[src/rtl/adder_seq.sv]
// ---------------------------------------------------------------------------
// adder_seq / adder32
//
// Purpose:
//   Time-multiplexed sum of a stream of N-bit operands, modulo 2^N.
//   All operands go through one shared adder32 instance, one operand per
//   cycle. This replaces the multi-input adder trees of the SHA-2 round
//   datapath. The control side issues `start` with an operand count. It then
//   streams operands over a valid/ready input and collects the reduced sum
//   over a valid/ready output.
//
// Ports (adder_seq):
//   clk        in   single clock, rising-edge
//   rst_n      in   synchronous, active-low reset
//   start      in   begin a new sum (only honoured in IDLE)
//   op_count   in   [CW-1:0] operand count, clamped to MAX_OPS
//   busy       out  high whenever not IDLE
//   in_valid   in   in_data is valid
//   in_ready   out  high only while accumulating
//   in_data    in   [N-1:0] operand
//   out_valid  out  high only when the result is presented
//   out_ready  in   consumer accepts the result
//   out_sum    out  [N-1:0] accumulated sum mod 2^N
//   out_ovf    out  sticky carry-out of bit N-1 over the whole sum
// ---------------------------------------------------------------------------

// Plain N-bit ripple-free behavioural adder. The carry is not exported, so
// the caller reconstructs it from the MSBs. That way one adder serves the
// whole datapath.
module adder32 #(
  parameter int N = 32
) (
  input  logic [N-1:0] a,
  input  logic [N-1:0] b,
  output logic [N-1:0] s
);

  assign s = a + b;

endmodule

module adder_seq #(
  parameter int N       = 32,
  parameter int MAX_OPS = 8,
  parameter int CW      = 4
) (
  input  logic          clk,
  input  logic          rst_n,
  input  logic          start,
  input  logic [CW-1:0] op_count,
  output logic          busy,
  input  logic          in_valid,
  output logic          in_ready,
  input  logic [N-1:0]  in_data,
  output logic          out_valid,
  input  logic          out_ready,
  output logic [N-1:0]  out_sum,
  output logic          out_ovf
);

  typedef enum logic [1:0] {
    IDLE  = 2'd0,
    ACCUM = 2'd1,
    DONE  = 2'd2
  } state_t;

  localparam logic [CW-1:0] MAX_OPS_CW = CW'(MAX_OPS);
  localparam logic [CW-1:0] ONE_CW     = CW'(1);

  state_t        state_q, state_d;
  logic [N-1:0]  acc_q, acc_d;
  logic          ovf_q, ovf_d;
  logic [CW-1:0] remaining_q, remaining_d;

  logic [N-1:0]  add_s;
  logic          add_carry;
  logic [CW-1:0] clamped_count;
  logic          in_hs;
  logic          out_hs;

  // The single shared adder: the accumulator plus the incoming operand.
  adder32 #(
    .N(N)
  ) u_adder (
    .a (acc_q),
    .b (in_data),
    .s (add_s)
  );

  // Carry out of the MSB, rebuilt from the operand and sum MSBs.
  // A carry occurs when both MSBs are set, or when one is set and the sum
  // MSB came out clear.
  assign add_carry = (acc_q[N-1] & in_data[N-1]) |
                     ((acc_q[N-1] | in_data[N-1]) & ~add_s[N-1]);

  assign clamped_count = (op_count > MAX_OPS_CW) ? MAX_OPS_CW : op_count;

  // The status outputs are pure decodes of the state register.
  assign busy      = (state_q != IDLE);
  assign in_ready  = (state_q == ACCUM);
  assign out_valid = (state_q == DONE);
  assign out_sum   = acc_q;
  assign out_ovf   = ovf_q;

  assign in_hs  = in_valid & in_ready;
  assign out_hs = out_valid & out_ready;

  // Next-state logic.
  // acc/ovf are left untouched in DONE and on the return to IDLE. The
  // result therefore stays stable while presented, and it is only cleared
  // by the next accepted start.
  always_comb begin
    state_d     = state_q;
    acc_d       = acc_q;
    ovf_d       = ovf_q;
    remaining_d = remaining_q;

    unique case (state_q)
      IDLE: begin
        if (start) begin
          acc_d       = '0;
          ovf_d       = 1'b0;
          remaining_d = clamped_count;
          state_d     = (clamped_count == '0) ? DONE : ACCUM;
        end
      end

      ACCUM: begin
        if (in_hs) begin
          acc_d       = add_s;
          ovf_d       = ovf_q | add_carry;
          remaining_d = remaining_q - ONE_CW;
          if (remaining_q == ONE_CW) begin
            state_d = DONE;
          end
        end
      end

      DONE: begin
        if (out_hs) begin
          state_d = IDLE;
        end
      end

      default: begin
        state_d = IDLE;
      end
    endcase
  end

  // State register with synchronous active-low reset. A reset in the middle
  // of a sum discards all partial data.
  always_ff @(posedge clk) begin
    if (!rst_n) begin
      state_q     <= IDLE;
      acc_q       <= '0;
      ovf_q       <= 1'b0;
      remaining_q <= '0;
    end else begin
      state_q     <= state_d;
      acc_q       <= acc_d;
      ovf_q       <= ovf_d;
      remaining_q <= remaining_d;
    end
  end

endmodule

[config.mk]
export PLATFORM = sky130hd
export DESIGN_NAME = adder_seq
export DESIGN_NICKNAME = d
export VERILOG_FILES = /design/src/rtl/adder_seq.sv
export SDC_FILE = /design/constraint.sdc
export NUM_CORES = 1
export LEC_CHECK = 0
export ABC_AREA = 1
export CAP_MARGIN = 20
export CORE_MARGIN = 3
export CORE_UTILIZATION = 30
export CTS_BUF_LIST = sky130_fd_sc_hd__clkbuf_16
export DETAILED_ROUTE_END_ITERATION = 6
export GPL_TIMING_DRIVEN = 1
export PLACE_DENSITY = 0.5
export RECOVER_POWER = 100
export SYNTH_ARGS = -nofsm -noshare
export SYNTH_HDL_FRONTEND = slang
export SYNTH_SLANG_ARGS = --single-unit
[constraint.sdc]
create_clock -name clk -period 4.8 [get_ports clk]
set_clock_uncertainty 0.1 [all_clocks]
set_input_delay 1.2 -clock clk [delete_from_list [all_inputs] [get_ports clk]]
set_output_delay 1.2 -clock clk [all_outputs]
set_load 0.05 [all_outputs]
==> impl_metrics.toml, run 1 <==
[detailed_routing]
dr.pass1.iters = 4
vias = 4134
drc = 0
wl_per_cell_um = 13.6
via_per_inst = 4.60
wl_mm = 12.2
ant_nets = 0
drt-initial-drc-count = 197

[floorplanning]
start_util_pct = 30.9
die_area_um2 = 13800
die_x_um = 117
die_h_um = 117
fp-row-count = 40
num_io_pins = 77
core_region_area_um2 = 12100

[global_routing]
grt_pass1_vias = 3953
grt_overflow = 0
grt_pass1_wl_mm = 19.7
antenna_found_initial = 0
grt_use_total_pct = 17.5
grt_start_max_net_pins = 39

[pwr]
ir_worst_vdd_uv = 224
power.density_nw_per_um2 = 352
fin_total_pwr_mw = 1.69
leakagePower_nw = 2.53

[sta]
worst_pin_slew_ps = 1240
holdWs_ps = 380
period_minus_slack_ps = 3770
max_freq_mhz = 265
rsz0062_at_grt = "no"
slew_violations = 0
fin_crit_sh_pct = 78.5
finalHoldViolations = 0
relSlewSlack_pct = 17.3
tns_ps = 0
setup_violations = 0

[critical_path]
endpoint_kind = "flip-flop"
crit_chain = "dlygate4sd3_1 -> ha_1 -> nand2_1 -> nand3_1 -> nand3_1 -> nand3_1 -> nand2_1 -> nand2_1 -> a21oi_1 -> fa_1 -> o22ai_1 -> inv_1 -> nor2_1"
cp_slowest_cell = "dlygate4sd3_1"
crit_path_max_incr_delay_ps = 570
setup.worst_path.class = "in2reg"
worst_setup_path_start_kind = "input port"
arrival_ps = 3910
critPathMaxFanout = 6
worstPathRequired_ps = 4950

[synthesis]
ys_async_sr_fraction_pct = 0
synth_ff_type = "dfxtp_1"
yosysMostFrequentCell = "nand2_1"
syn_area_per_cell_um2 = 5.69
synth.top_cell.area_share_pct = 24.3
ys_types = 34
synth_commonest_cells = "nand2_1, inv_1, a21oi_1"
yosysTopAreaCell = "nand2_1"
ys_ff_latch = 39
netlist_instances = 655
syn-cell-area_um2 = 3730
ys_seq_area_share_pct = 20.9
ys_warn_count = 0
yosys-top-cells-area = "nand2_1, dfxtp_1, ha_1"
synth_edf_count = 0
syn-num-nets = 731

[clocking]
clk_latency_ps = 300
clockBufferDepth = 2
hold_buffers = 0
clk_pin_slew_ps = 70
clkSinkCount = 39
cts_htree_levels = 2
cts-buffers-inserted = 5
root_buffer = "clkbuf_16"
cts_tree = "yes"
postCtsSetupBuffers = 0
cts_resized = 0

[final_layout]
final_util_pct = 39.8
syn_to_final_growth_pct = 28.7
fin_cells = 899
final_layout_size_suffix_gt1_share_pct = 1.78
num-fill-cells = 1385
diodes = 0
fin_nets = 806

[placement]
place.detailed.hpwl_mm = 9.87
post-place-cells = 891
io_buffer_count = 76
gp_congestion = 0.905

[run_status]
status = "finished, final reports clean"

[flow_run]
maxCapViolations = 0

[min_path]
hold_path_class = "reg2reg"
## cell usage in the layout, fill, tap and decap left out, types with 2 or more instances in the layout
cell type        Yosys  layout
dlygate4sd3_1        0      40
a21oi_1             69      69
clkbuf_16            0       5
clkinv_4             0       2
and2_1               2       2
nor3_1              10      10
clkdlybuf4s50_1      0      36
a211oi_1             3       3
xnor2_1              2       2
nand3b_1             2       2
a21o_1               2       2
nand3_1             45      45
inv_1              107     108
ha_1                33      33
dfxtp_1             39      39
nand2_1            241     243
fa_1                 2       2
clkinv_1             2       2
nand4_1              6       6
nor2_1              47      47
o21ai_0             18      18
## critical path, delay by kind of cell
kind	cells	cell delay, ps
AOI/OAI and AO/OA	2	340
adders and majority gates	2	820
buffers and inverters	2	630
and+or+nand+nor	7	930
## kinds of logic (layout without fill, tap and decap cells)
kind of cell             count (synthesis)  in the layout  synth area share, %
AO/OA/AOI/OAI                          100            100                 14.5
XOR/XNOR                                 3              3                0.705
adder cells (fa/ha/maj)                 35             35                 12.1
buffers and inverters                  120            196                 12.4
flip-flops                              39             39                 20.9
AND/OR/NAND/NOR                        358            358                 39.4
## worst paths after layout
kind                                 end  slack [ps]  cells after the start                      from
min reg2reg     out_sum[22]$_SDFFE_PN0P_         380                      2  out_sum[22]$_SDFFE_PN0P_
max             out_sum[31]$_SDFFE_PN0P_        1030                     13                in_data[2]
max reg2reg  remaining_q[0]$_SDFFE_PN0P_        2100                      7   state_q[0]$_SDFFE_PN0P_
min             out_sum[22]$_SDFFE_PN0P_         380                      2  out_sum[22]$_SDFFE_PN0P_
## metrics by stage
stage	cell area [um^2]	worst slack [ps]
after floorplan	3730	1660
after global placement	4660	866
after detailed placement	4660	843
after CTS	4810	1140
after global routing	4800	776
final	4800	1030
## cell type report
| cell class | instances | area (um^2) | share of cell area, % |
|---|---|---|---|
| clock buffer | 5 | 125 | 2.61 |
| clock inverter | 3 | 25.0 | 0.522 |
| inverter | 111 | 417 | 8.69 |
| multi-input combinational | 496 | 2470 | 51.5 |
| sequential | 39 | 781 | 16.3 |
| tap | 168 | 210 | 4.38 |
| timing repair buffer | 77 | 768 | 16.0 |
## layer usage
metal  global-route usage [%]  vias up  routed length (um)
li1                         -     2224                   -
met4                     3.74        0                 110
met1                     23.6     1820                6080
met5                        0        -                   0
met3                     3.56        6                 524
met2                     29.1       84                5460
## where the power goes
group,total (mW),internal [mW],switching [mW]
logic,0.910,0.288,0.621
clock network,0.356,0.195,0.161
registers,0.424,0.379,0.0456
total,1.69,0.862,0.828
## flip-flops by register name (all words and copies together) (netlist names)
name and cells:
out_sum 32, state_q 2, remaining_q 4, out_ovf 1
No activity file was read; power rests on OpenSTA's default activity.
==> inputs of run 2 (changes only) <==
Clock period 4.8 ns to 3.8 ns, I/O delays scaled along.
==> run 2 against run 1 <==
Net effect: design area grew 0.57%; wire length grew 0.70%; clock power grew 20%; utilization grew 0.23 points; highest routed layer unchanged; non-clock buffer count grew 5; sequential share of layout area shrank 0.093 points; total power grew 26%; combinational power grew 29%; hold slack gained 2.1 ps.
==> impl_metrics.toml, run 2 (synthesis gave the netlist of run 1 again) <==
[detailed_routing]
routed.top_layer = "met4"
drt-initial-drc-count = 212
dr_wl_met3_um = 585
wl_met1_mm = 6.17
drc = 0
vias = 4124
wl_met2_mm = 5.37
ant_nets = 0
via_per_inst = 4.56
wl_per_cell_um = 13.6
dr.pass1.iters = 4
wl_mm = 12.3

[final_layout]
final_common_cell = "nand2_1"
largest_register_ffs = 32
syn_to_final_growth_pct = 29.4
mostFrequentLayoutCells = "nand2_1, inv_1, a21oi_1"
final_layout_size_suffix_gt1_share_pct = 2.45
num-fill-cells = 1364
diodes = 0
fin_nets = 811

[critical_path]
worstRegToRegCells = 8
crit_path_max_incr_delay_ps = 750
endpoint_kind = "flip-flop"
worst_setup_path_start_kind = "input port"
setup.worst_path.class = "in2reg"
regToRegSetupSlack_ps = 1060
timing.rr.end = "out_sum[25]$_SDFFE_PN0P_"
arrival_ps = 3450
worstPathRequired_ps = 3910
crit_top_cell = "nand2_1"
r2r_start = "state_q[0]$_SDFFE_PN0P_"
crit_chain = "clkdlybuf4s50_1 -> nand2_1 -> nand2_1 -> inv_1 -> buf_4 -> nand2_1 -> a21oi_1"
cp_slowest_cell = "inv_1"
critPathMaxFanout = 29

[placement]
io_buffer_count = 76
place.detailed.hpwl_mm = 10.2
gp_congestion = 0.893
place_ws_ps = 151

[sta]
setup_violations = 0
relSlewSlack_pct = 38.5
worst_pin_slew_ps = 922
finalHoldViolations = 0
holdWs_ps = 382
worst_slack_ps = 457
tns_ps = 0
period_minus_slack_ps = 3340
rsz0062_at_grt = "no"
slew_violations = 0
max_freq_mhz = 299
fin_crit_sh_pct = 88.0

[run_status]
status = "finished, final reports clean"

[clocking]
clk_latency_ps = 300
clockBufferDepth = 2
cts_tree = "yes"
clkSinkCount = 39
clk_pin_slew_ps = 60
cts-buffers-inserted = 5
root_buffer = "clkbuf_16"
postCtsSetupBuffers = 0
cts_htree_levels = 2
cts_resized = 0
hold_buffers = 0

[min_path]
whs_path_depth = 2
hold_path_class = "reg2reg"
min_to = "out_sum[26]$_SDFFE_PN0P_"
worstHoldStart = "out_sum[26]$_SDFFE_PN0P_"

[global_routing]
grt_start_max_net_pins = 30
antenna_found_initial = 0
grt_use_total_pct = 18.2
grt_overflow = 0
grt_pass1_vias = 4104
grt_pass1_wl_mm = 20.4

[pwr]
ir_worst_vdd_uv = 331
leakagePower_nw = 2.56
power.density_nw_per_um2 = 443

[flow_run]
maxCapViolations = 0

[floorplanning]
start_util_pct = 30.9
die_area_um2 = 13800
core_region_area_um2 = 12100
fp-row-count = 40
die_x_um = 117
die_h_um = 117
num_io_pins = 77
run 2: changes by cell type in the layout (fill, tap and decap cells not counted), moves of 2 or more:
cell             delta
dlygate4sd3_1       -2
clkdlybuf4s50_1     +2
clkinv_4            -2
clkinv_2            +3
buf_4               +5
run 2: metrics by stage:
stage               cells  utilization (%)  power [mW]  instance area, um^2
finish                904             40.0        2.14                 4820
global placement      896             39.0        1.76                 4700
detailed placement    896             39.0        1.76                 4700
CTS                   904             40.1        2.21                 4840
floorplan             655                -        1.40                 3730
global route          904             40.0        2.33                 4820
run 2: cell type report:
| cell class | count | area [um^2] | area share (%) |
|---|---|---|---|
| repair buffers | 82 | 806 | 16.7 |
| flip-flops and latches | 39 | 781 | 16.2 |
| inverters | 111 | 417 | 8.64 |
| clock buffers | 5 | 125 | 2.59 |
| well taps | 168 | 210 | 4.36 |
| multi-input cells | 496 | 2470 | 51.2 |
| clock inverters | 3 | 15.0 | 0.311 |
run 2: how the worst max path moves through the flow:
| stage | from | endpoint | slack [ps] |
|---|---|---|---|
| floorplan | in_data[17] | out_sum[31]$_SDFFE_PN0P_ | 910 |
| CTS | in_data[18] | out_sum[31]$_SDFFE_PN0P_ | 460 |
| global route | in_valid | out_sum[24]$_SDFFE_PN0P_ | 150 |
| global placement | in_data[26] | out_sum[31]$_SDFFE_PN0P_ | 190 |
| detailed placement | in_data[18] | out_sum[31]$_SDFFE_PN0P_ | 150 |
| finish | in_valid | out_sum[25]$_SDFFE_PN0P_ | 460 |
run 2: where the power goes:
| part | switching [mW] | total (mW) | leakage [nW] | internal [mW] |
|---|---|---|---|---|
| logic | 0.792 | 1.17 | 2.17 | 0.380 |
| registers | 0.0579 | 0.537 | 0.317 | 0.479 |
| clock network | 0.187 | 0.428 | 0.0733 | 0.240 |
| total | 1.04 | 2.14 | 2.56 | 1.10 |
run 2: routing by layer:
metal | up-vias | GRT usage [%]
li1 | 2229 | -
met1 | 1796 | 24.9
met2 | 89 | 29.1
met3 | 10 | 3.56
met4 | 0 | 5.27
met5 | - | 0
run 2: worst max-delay path: cells and delay by family:
family	cells	cell delay, ps
simple gates	3	860
compound gates	1	140
buf+inv	3	1500
